**config.mk**
```make
export PLATFORM = sky130hd
export DESIGN_NAME = gfx256_render_zwrite
export DESIGN_NICKNAME = d
export VERILOG_FILES = /design/src/rtl/gfx256_render_zwrite.sv
export SDC_FILE = /design/constraint.sdc
export NUM_CORES = 1
export LEC_CHECK = 0
export CORE_AREA = 2 2 297 299
export CTS_BUF_LIST = sky130_fd_sc_hd__clkbuf_16
export CTS_CLUSTER_DIAMETER = 150
export DETAILED_ROUTE_END_ITERATION = 10
export DIE_AREA = 0 0 299 301
export PLACE_DENSITY_LB_ADDON = 0.25
export SLEW_MARGIN = 30
export SYNTH_ARGS = -nofsm -noshare
export SYNTH_HDL_FRONTEND = slang
export SYNTH_SLANG_ARGS = --single-unit
```
**constraint.sdc**
```tcl
create_clock -name clk_i -period 7.9 [get_ports clk_i]
set_input_delay 2.37 -clock clk_i [delete_from_list [all_inputs] [get_ports clk_i]]
set_output_delay 2.37 -clock clk_i [all_outputs]
set_load 0.01 [all_outputs]
```
**src/rtl/gfx256_render_zwrite.sv**
```systemverilog
// Final pixel stage: optional signed depth test against the z-buffer,
// then a color write and a z write over 256-bit line-addressed ports.
module gfx256_render_zwrite #(
   parameter int point_width = 16
) (
   input  logic                   clk_i,
   input  logic                   rst_i,
   input  logic                   zbuffer_enable_i,
   input  logic [31:5]            target_base_i,
   input  logic [31:5]            zbuffer_base_i,
   input  logic [point_width-1:0] target_size_x_i,
   input  logic [1:0]             color_depth_i,
   input  logic [point_width-1:0] pixel_x_i,
   input  logic [point_width-1:0] pixel_y_i,
   input  logic [point_width-1:0] pixel_z_i,
   input  logic [31:0]            pixel_color_i,
   input  logic                   write_i,
   output logic                   ack_o,
   output logic                   z_request_o,
   output logic [31:5]            z_addr_o,
   input  logic [255:0]           z_data_i,
   input  logic                   z_ack_i,
   input  logic                   rd_busy_i,
   output logic                   wr_request_o,
   output logic [31:5]            wr_addr_o,
   output logic [31:0]            wr_sel_o,
   output logic [255:0]           wr_dat_o,
   input  logic                   wr_ack_i
);

   typedef enum logic [2:0] {
      IDLE, Z_READ, WR_COLOR, WR_Z, DONE
   } state_t;

   state_t state, state_nxt;

   logic [point_width-1:0] px, py, pz;
   logic [31:0]            pcolor;
   logic                   zen;
   logic [1:0]             depth;

   logic [31:0]  idx, coff, zoff, csel, zsel;
   logic [255:0] cdat, zdat;
   logic [15:0]  stored;
   logic         pass;

   logic         z_req_nxt, wr_req_nxt;
   logic [31:5]  z_addr_nxt, wr_addr_nxt;
   logic [31:0]  wr_sel_nxt;
   logic [255:0] wr_dat_nxt;

   assign idx  = 32'(target_size_x_i) * 32'(py) + 32'(px);
   assign zoff = idx << 1;
   assign zsel = 32'h3 << zoff[4:0];
   assign zdat = {16{pz[15:0]}};

   // 24- and 30-bit color both occupy a full 32-bit word
   always_comb begin
      coff = idx << 2;
      csel = 32'hF << coff[4:0];
      cdat = {8{pcolor}};
      unique case (1'b1)
         depth == 2'b00: begin
            coff = idx;
            csel = 32'h1 << coff[4:0];
            cdat = {32{pcolor[7:0]}};
         end
         depth == 2'b01: begin
            coff = idx << 1;
            csel = 32'h3 << coff[4:0];
            cdat = {16{pcolor[15:0]}};
         end
         default: ;
      endcase
   end

   assign stored = 16'(z_data_i >> {zoff[4:0], 3'b000});
   assign pass   = $signed(pz[15:0]) < $signed(stored);
   assign ack_o  = (state == DONE);

   always_comb begin
      state_nxt   = state;
      z_req_nxt   = 1'b0;
      wr_req_nxt  = 1'b0;
      z_addr_nxt  = z_addr_o;
      wr_addr_nxt = wr_addr_o;
      wr_sel_nxt  = wr_sel_o;
      wr_dat_nxt  = wr_dat_o;
      unique case (state)
         IDLE: begin
            if (write_i)
               state_nxt = zbuffer_enable_i ? Z_READ : WR_COLOR;
         end
         Z_READ: begin
            z_addr_nxt = zbuffer_base_i + zoff[31:5];
            if (z_request_o && z_ack_i)
               state_nxt = pass ? WR_COLOR : DONE;
            else
               z_req_nxt = z_request_o | ~rd_busy_i;
         end
         WR_COLOR: begin
            wr_addr_nxt = target_base_i + coff[31:5];
            wr_sel_nxt  = csel;
            wr_dat_nxt  = cdat;
            if (wr_request_o && wr_ack_i)
               state_nxt = zen ? WR_Z : DONE;
            else
               wr_req_nxt = 1'b1;
         end
         WR_Z: begin
            wr_addr_nxt = zbuffer_base_i + zoff[31:5];
            wr_sel_nxt  = zsel;
            wr_dat_nxt  = zdat;
            if (wr_request_o && wr_ack_i)
               state_nxt = DONE;
            else
               wr_req_nxt = 1'b1;
         end
         DONE: state_nxt = IDLE;
         default: state_nxt = IDLE;
      endcase
   end

   always_ff @(posedge clk_i or posedge rst_i) begin
      if (rst_i) begin
         state        <= IDLE;
         z_request_o  <= 1'b0;
         z_addr_o     <= '0;
         wr_request_o <= 1'b0;
         wr_addr_o    <= '0;
         wr_sel_o     <= '0;
         wr_dat_o     <= '0;
      end else begin
         state        <= state_nxt;
         z_request_o  <= z_req_nxt;
         z_addr_o     <= z_addr_nxt;
         wr_request_o <= wr_req_nxt;
         wr_addr_o    <= wr_addr_nxt;
         wr_sel_o     <= wr_sel_nxt;
         wr_dat_o     <= wr_dat_nxt;
      end
   end

   always_ff @(posedge clk_i or posedge rst_i) begin
      if (rst_i) begin
         px     <= '0;
         py     <= '0;
         pz     <= '0;
         pcolor <= '0;
         zen    <= 1'b0;
         depth  <= 2'b00;
      end else if (state == IDLE && write_i) begin
         px     <= pixel_x_i;
         py     <= pixel_y_i;
         pz     <= pixel_z_i;
         pcolor <= pixel_color_i;
         zen    <= zbuffer_enable_i;
         depth  <= color_depth_i;
      end
   end

endmodule
```
# --- Word level (Yosys, flattened, before mapping) ---
# Index checks and enable logic that the tools add are counted.
word_totals:
  register_bits: 430
  mem_bits_ro: 0
  latch_bits: 0
  mem_count: 0
  ram_bits: 0
  elab_cells: 59
op_classes:
  shift: 4
  n_reduce_logical: 8
  bitwise: 2
  magnitude_cmp: 1
  n_div: 0
  n_mul: 1
  eq_ne: 9
  add_sub_neg: 3
  n_mux: 18
ops:
  columns: ["operator", "n"]
  rows:
  - ["case mux 256 bit (2 select lines)", 2]
  - ["right shift 256 x 8 -> 16 bit", 1]
  - ["case mux 32 bit (2 select lines)", 3]
  - ["adder 27 bit", 2]
  - ["case mux 27 bit (2 select lines)", 1]
  - ["adder 32 x 16 -> 32 bit", 1]
  - ["multiplier 16 x 16 -> 32 bit", 1]
  - ["left shift 1 x 5 -> 32 bit, first input constant", 1]
  - ["left shift 2 x 5 -> 32 bit, first input constant", 1]
  - ["left shift 4 x 5 -> 32 bit, first input constant", 1]
  - ["two-way mux 3 bit", 6]
  - ["< comparator 16 bit", 1]
  - ["case mux 3 bit (4 select lines)", 1]
  - ["!= test 2 bit, second input constant", 4]
  - ["equality test 3 x 2 -> 1 bit, second input constant", 2]
  - ["two-way mux 1 bit", 4]
  - ["AND reduction 4 bit", 1]
  - ["equality test 3 x 1 -> 1 bit, second input constant", 1]
  - ["equality test 3 bit, second input constant", 1]
  - ["logical AND 1 bit", 3]
  - ["logical NOT 3 bit", 1]
  - ["equality test 2 x 1 -> 1 bit, second input constant", 1]
  - ["logical NOT 2 bit", 1]
  - ["two-way mux 2 bit", 1]
  - ["4 further kinds", 4]

# --- Depth between registers and ports, before layout ---
logic_depth:
  depth_word: 7
  mapped_depth: 38
  depth_no_buf: 35

# --- Least setup slack after synthesis ---
# Ideal clock, no wire load.
synth_path:
  path_type: "input to register"
  startpoint: "in target_size_x_i[6]"
  endpoint: "reg wr_addr_o[31] (netlist bit)"
  t_arrival_ns: 9.856
  slack_ns: -2.077
  setup_time_ns: 0.121
  path_stages: 34
  required_ns: 7.779
  path_cell_list: "clkbuf_1 nand2_1 fa_1 inv_1 fa_1 ha_1 fa_1 inv_1 fa_1 fa_1 inv_1 ha_1 a31o_2 o21a_1 o21a_1 nor2_1 o21ai_1 a211o_1 a21o_1 a21o_1 xnor2_1 o31ai_1 ha_1 a211oi_1 nor2_1 or4_1 a32oi_1 o2111ai_1 a31oi_1 o21bai_1 a21oi_1 xnor3_1 nor2_1 o21ai_1"
synth_between:
  elab_chain_cells: 5
  word_cells_on_any_way: 6
synth_lines:
  columns: ["element", "line", "rtl"]
  rows:
  - ["start: declaration", "11", "input logic [point_width-1:0] target_size_x_i,"]
  - ["multiplier 16 x 16 -> 32 bit *", "52", "assign idx = 32'(target_size_x_i) * 32'(py) + 32'(px);"]
  - ["adder 32 x 16 -> 32 bit *", "52", null]
  - ["case mux 32 bit (2 select lines)", "62", "unique case (1'b1)"]
  - ["adder 27 bit", "102", "wr_addr_nxt = target_base_i + coff[31:5];"]
  - ["case mux 27 bit (2 select lines) *", "89", "unique case (state)"]
  - ["end signal: assignment", "138", "wr_addr_o <= wr_addr_nxt;"]
  - ["end: declaration", "25", "output logic [31:5] wr_addr_o,"]
# Mark *: on every way between the ends. The rest lies on a longest branch, timed or not.
# A chain may end at the register's enable or synchronous reset.

# --- Worst setup path after layout ---
layout_path:
  startpoint: "in target_size_x_i[7]"
  endpoint: "reg wr_addr_o[25] (netlist bit)"
# The elaborated chain is that of the path after synthesis.

==> flow_summary.ini <==
[run_status]
outcome = finished, violations left
violations_in_the_final_reports = negative setup slack

[job]
maxCapViolations = 0

[layout]
final_nets = 4407
final_core_utilization_pct = 44.15
proportion_of_layout_cells_with_a_drive_suffix_above_1_pct = 25.13
num-fill-cells = 8389
area_growth_pct = 52.62
layout_commonest_cell = sky130_fd_sc_hd__clkdlybuf4s50_1
layout.cells.non_filler = 4785
mostFrequentLayoutCells = 743 x sky130_fd_sc_hd__clkdlybuf4s50_1, 379 x sky130_fd_sc_hd__buf_4, 322 x sky130_fd_sc_hd__nand2_1

[global_routing]
grt-ovfl-total = 0
grt_max_degree = 139
antenna_found_initial = 23
global_route_wire_length_before_repair_mm = 158.0
grt_util_all_layers_pct = 23.91
number_of_global_route_vias_before_repair = 23270

[timing]
setup_tns_ns = -35.35
fin_crit_sh_pct = 119.2
rsz0062_at_grt = yes
slew_of_the_pin_with_the_lowest_slew_margin_ns = 0.9085
finalSetupViolations = 38
timing_hold_violations_final = 0
max_freq_mhz = 106.2
slew_headroom_pct = 39.37
timing.clock.skew_ns = 0.02569
max_slew_violations = 0
finalHoldWorstSlack_ns = 0.4792
period_needed_ns = 9.420
timing.final.ws_setup_ns = -1.520

[hold_path]
worstHoldPathType = flip-flop to flip-flop

[route]
drtPass1Iterations = 6
wirelength_mm = 111.8
detailedRoute.firstIterationViolations = 1422
drt-wirelength-per-cell_um = 23.37
via_count = 23110
viasPerCell = 4.829
final_antenna_net_count = 0
route.detailed.drc = 0

[synth]
syn_area_per_cell_um2 = 9.174
ys_async_sr_fraction_pct = 100.0
synth.lib_cells_used.distinct = 73
synth-main-ff-cell = sky130_fd_sc_hd__dfrtp_1
netlist_instances = 2727
synth_enable_flop_cells = 0
synth-seq-cells = 206
mappedNetlistArea_mm2 = 0.02502
synth_seq_area_share_pct = 20.61
synth_fp_nets = 3530
ys.warnings.count = 0

[placement]
io_buffers = 759
dp.cells = 4651
place.gp.congestion = 0.9765
dp_hpwl_mm = 92.60

[floorplan]
core_area_mm2 = 0.08648
starting_density_pct = 28.93
floorplan.die_area_mm2 = 0.09000
num_io_pins = 760
chipWidth_um = 299
die-height_um = 301
core.rowCount = 108

[setup_path]
critPathLaunchType = input pin
critical_path_class = input pin to flip-flop
crit_fanout = 4
critical_path.max_stage_delay_ns = 0.54
timing.critical_path.arrival_ns = 9.89
worst-path-buf-inv = 11
cp_slowest_cell = sky130_fd_sc_hd__fa_1
timing.critical_path.required_ns = 8.37
crit_top_cell = sky130_fd_sc_hd__fa_1
path_delay_family = adder cells
endpoint_kind = flip-flop

[clocking]
cts.reportedPaths.clkPinSlew_ns = 0.06
tritoncts = done
clock_sinks = 206
clk_latency_ns = 0.61
hold_buffers = 0
cts_made_buffers = 28
htreeDepth = 1
cts.root.buffer_cell = sky130_fd_sc_hd__clkbuf_16
clock_tree.buffer_depth = 3
-- stage by stage --
| stage | setup WS, ns | area [um^2] |
|---|---|---|
| final | -1.520 | 38180 |
| after global routing | -1.827 | 38170 |
| after CTS | -1.559 | 37500 |
| after detailed placement | -2.714 | 35310 |
| after global placement | -2.631 | 35310 |
| after floorplan | -1.631 | 25540 |
-- cells in the mapped netlist, types with 12 or more instances --
master	count	area share [%]
sky130_fd_sc_hd__a211oi_1	17	0.51
sky130_fd_sc_hd__a21o_1	32	0.96
sky130_fd_sc_hd__a21oi_1	137	2.7
sky130_fd_sc_hd__a22o_1	18	0.63
sky130_fd_sc_hd__and2_1	110	2.8
sky130_fd_sc_hd__buf_1	17	0.26
sky130_fd_sc_hd__buf_4	224	6.7
sky130_fd_sc_hd__clkbuf_1	114	1.7
sky130_fd_sc_hd__dfrtp_1	206	21
sky130_fd_sc_hd__fa_1	212	17
sky130_fd_sc_hd__ha_1	176	8.8
sky130_fd_sc_hd__inv_1	322	4.8
sky130_fd_sc_hd__mux2_2	93	4.2
sky130_fd_sc_hd__mux2i_1	49	2.0
sky130_fd_sc_hd__mux4_2	76	6.8
sky130_fd_sc_hd__nand2_1	336	5.0
sky130_fd_sc_hd__nand2b_1	12	0.30
sky130_fd_sc_hd__nand3_1	22	0.44
sky130_fd_sc_hd__nor2_1	104	1.6
sky130_fd_sc_hd__nor2b_1	14	0.35
sky130_fd_sc_hd__nor3_1	17	0.34
sky130_fd_sc_hd__o21ai_0	193	3.9
sky130_fd_sc_hd__o21bai_1	16	0.48
sky130_fd_sc_hd__xnor2_1	43	1.5
sky130_fd_sc_hd__xor2_1	23	0.81
-- metal layers --
layer	global-route usage, %	up-vias	share of wire [%]
met5	0	-	0.22
met4	5.226	24	2.7
met3	7.049	156	7.9
met2	40.12	811	48
met1	30.36	11450	41
li1	-	10660	-
-- sequential cells by signal, indices dropped and copies added, names as in the netlist, 2 cells and up --
signal,cells
z_addr_o,27
state,3
wr_dat_o,32
wr_addr_o,27
px,16
py,16
wr_sel_o,32
pz,16
pcolor,32
depth,2
-- cell type report --
type | instances | area, um^2 | area share [%]
antenna | 5 | 12.51 | 0.03277
clock buffer | 28 | 700.7 | 1.835
clock inverter | 23 | 207.7 | 0.5440
inverter | 322 | 1219 | 3.192
multi-input combinational | 1840 | 17960 | 47.03
sequential | 206 | 5164 | 13.52
tap | 1155 | 1445 | 3.785
timing repair buffer | 1206 | 11470 | 30.05
-- worst paths after layout --
path / start / slack [ns] / depth (start not counted) / endpoint
setup / recovery: target_size_x_i[7] / -1.52 / 40 / wr_addr_o[25]
hold / removal: wr_addr_o[8] / 0.48 / 2 / wr_addr_o[8]
setup reg to reg: py[5] / -0.20 / 37 / wr_addr_o[25]
hold reg to reg: wr_addr_o[8] / 0.48 / 2 / wr_addr_o[8]
max in group asynchronous: rst_i / 4.68 / 4 / px[12]
min in group asynchronous: rst_i / 2.06 / 2 / wr_dat_o[242]
-- repair_timing --
action / 4_1_cts / 5_1_grt
gates resized for setup: 226 / 120
gates cloned: 4 / 0
setup endpoints to repair: 43 / 42
pin swaps: 115 / 94
buffers inserted: 62 / 30
-- cell families (layout without fill, tap and decap cells) --
kind of cell,count (synthesis),in the layout,share of synthesized area [%]
other,0,5,0
XOR/XNOR,68,68,2.491
flip-flops,206,206,20.61
AO/OA/AOI/OAI,509,509,12.28
multiplexers,222,222,13.41
adder cells (fa/ha/maj),388,388,25.77
buffers and inverters,681,1579,13.60
AND/OR/NAND/NOR,653,653,11.84
-- worst min-delay path: stages, from the launching register on --
cell	delay, ns
sky130_fd_sc_hd__dfrtp_1	0.34
sky130_fd_sc_hd__nand2_1	0.05
sky130_fd_sc_hd__o21ai_0	0.06
Power is left out: the tool's default activity adds up to more than one toggle a clock period on the data nets, which glitch-free logic cannot reach.
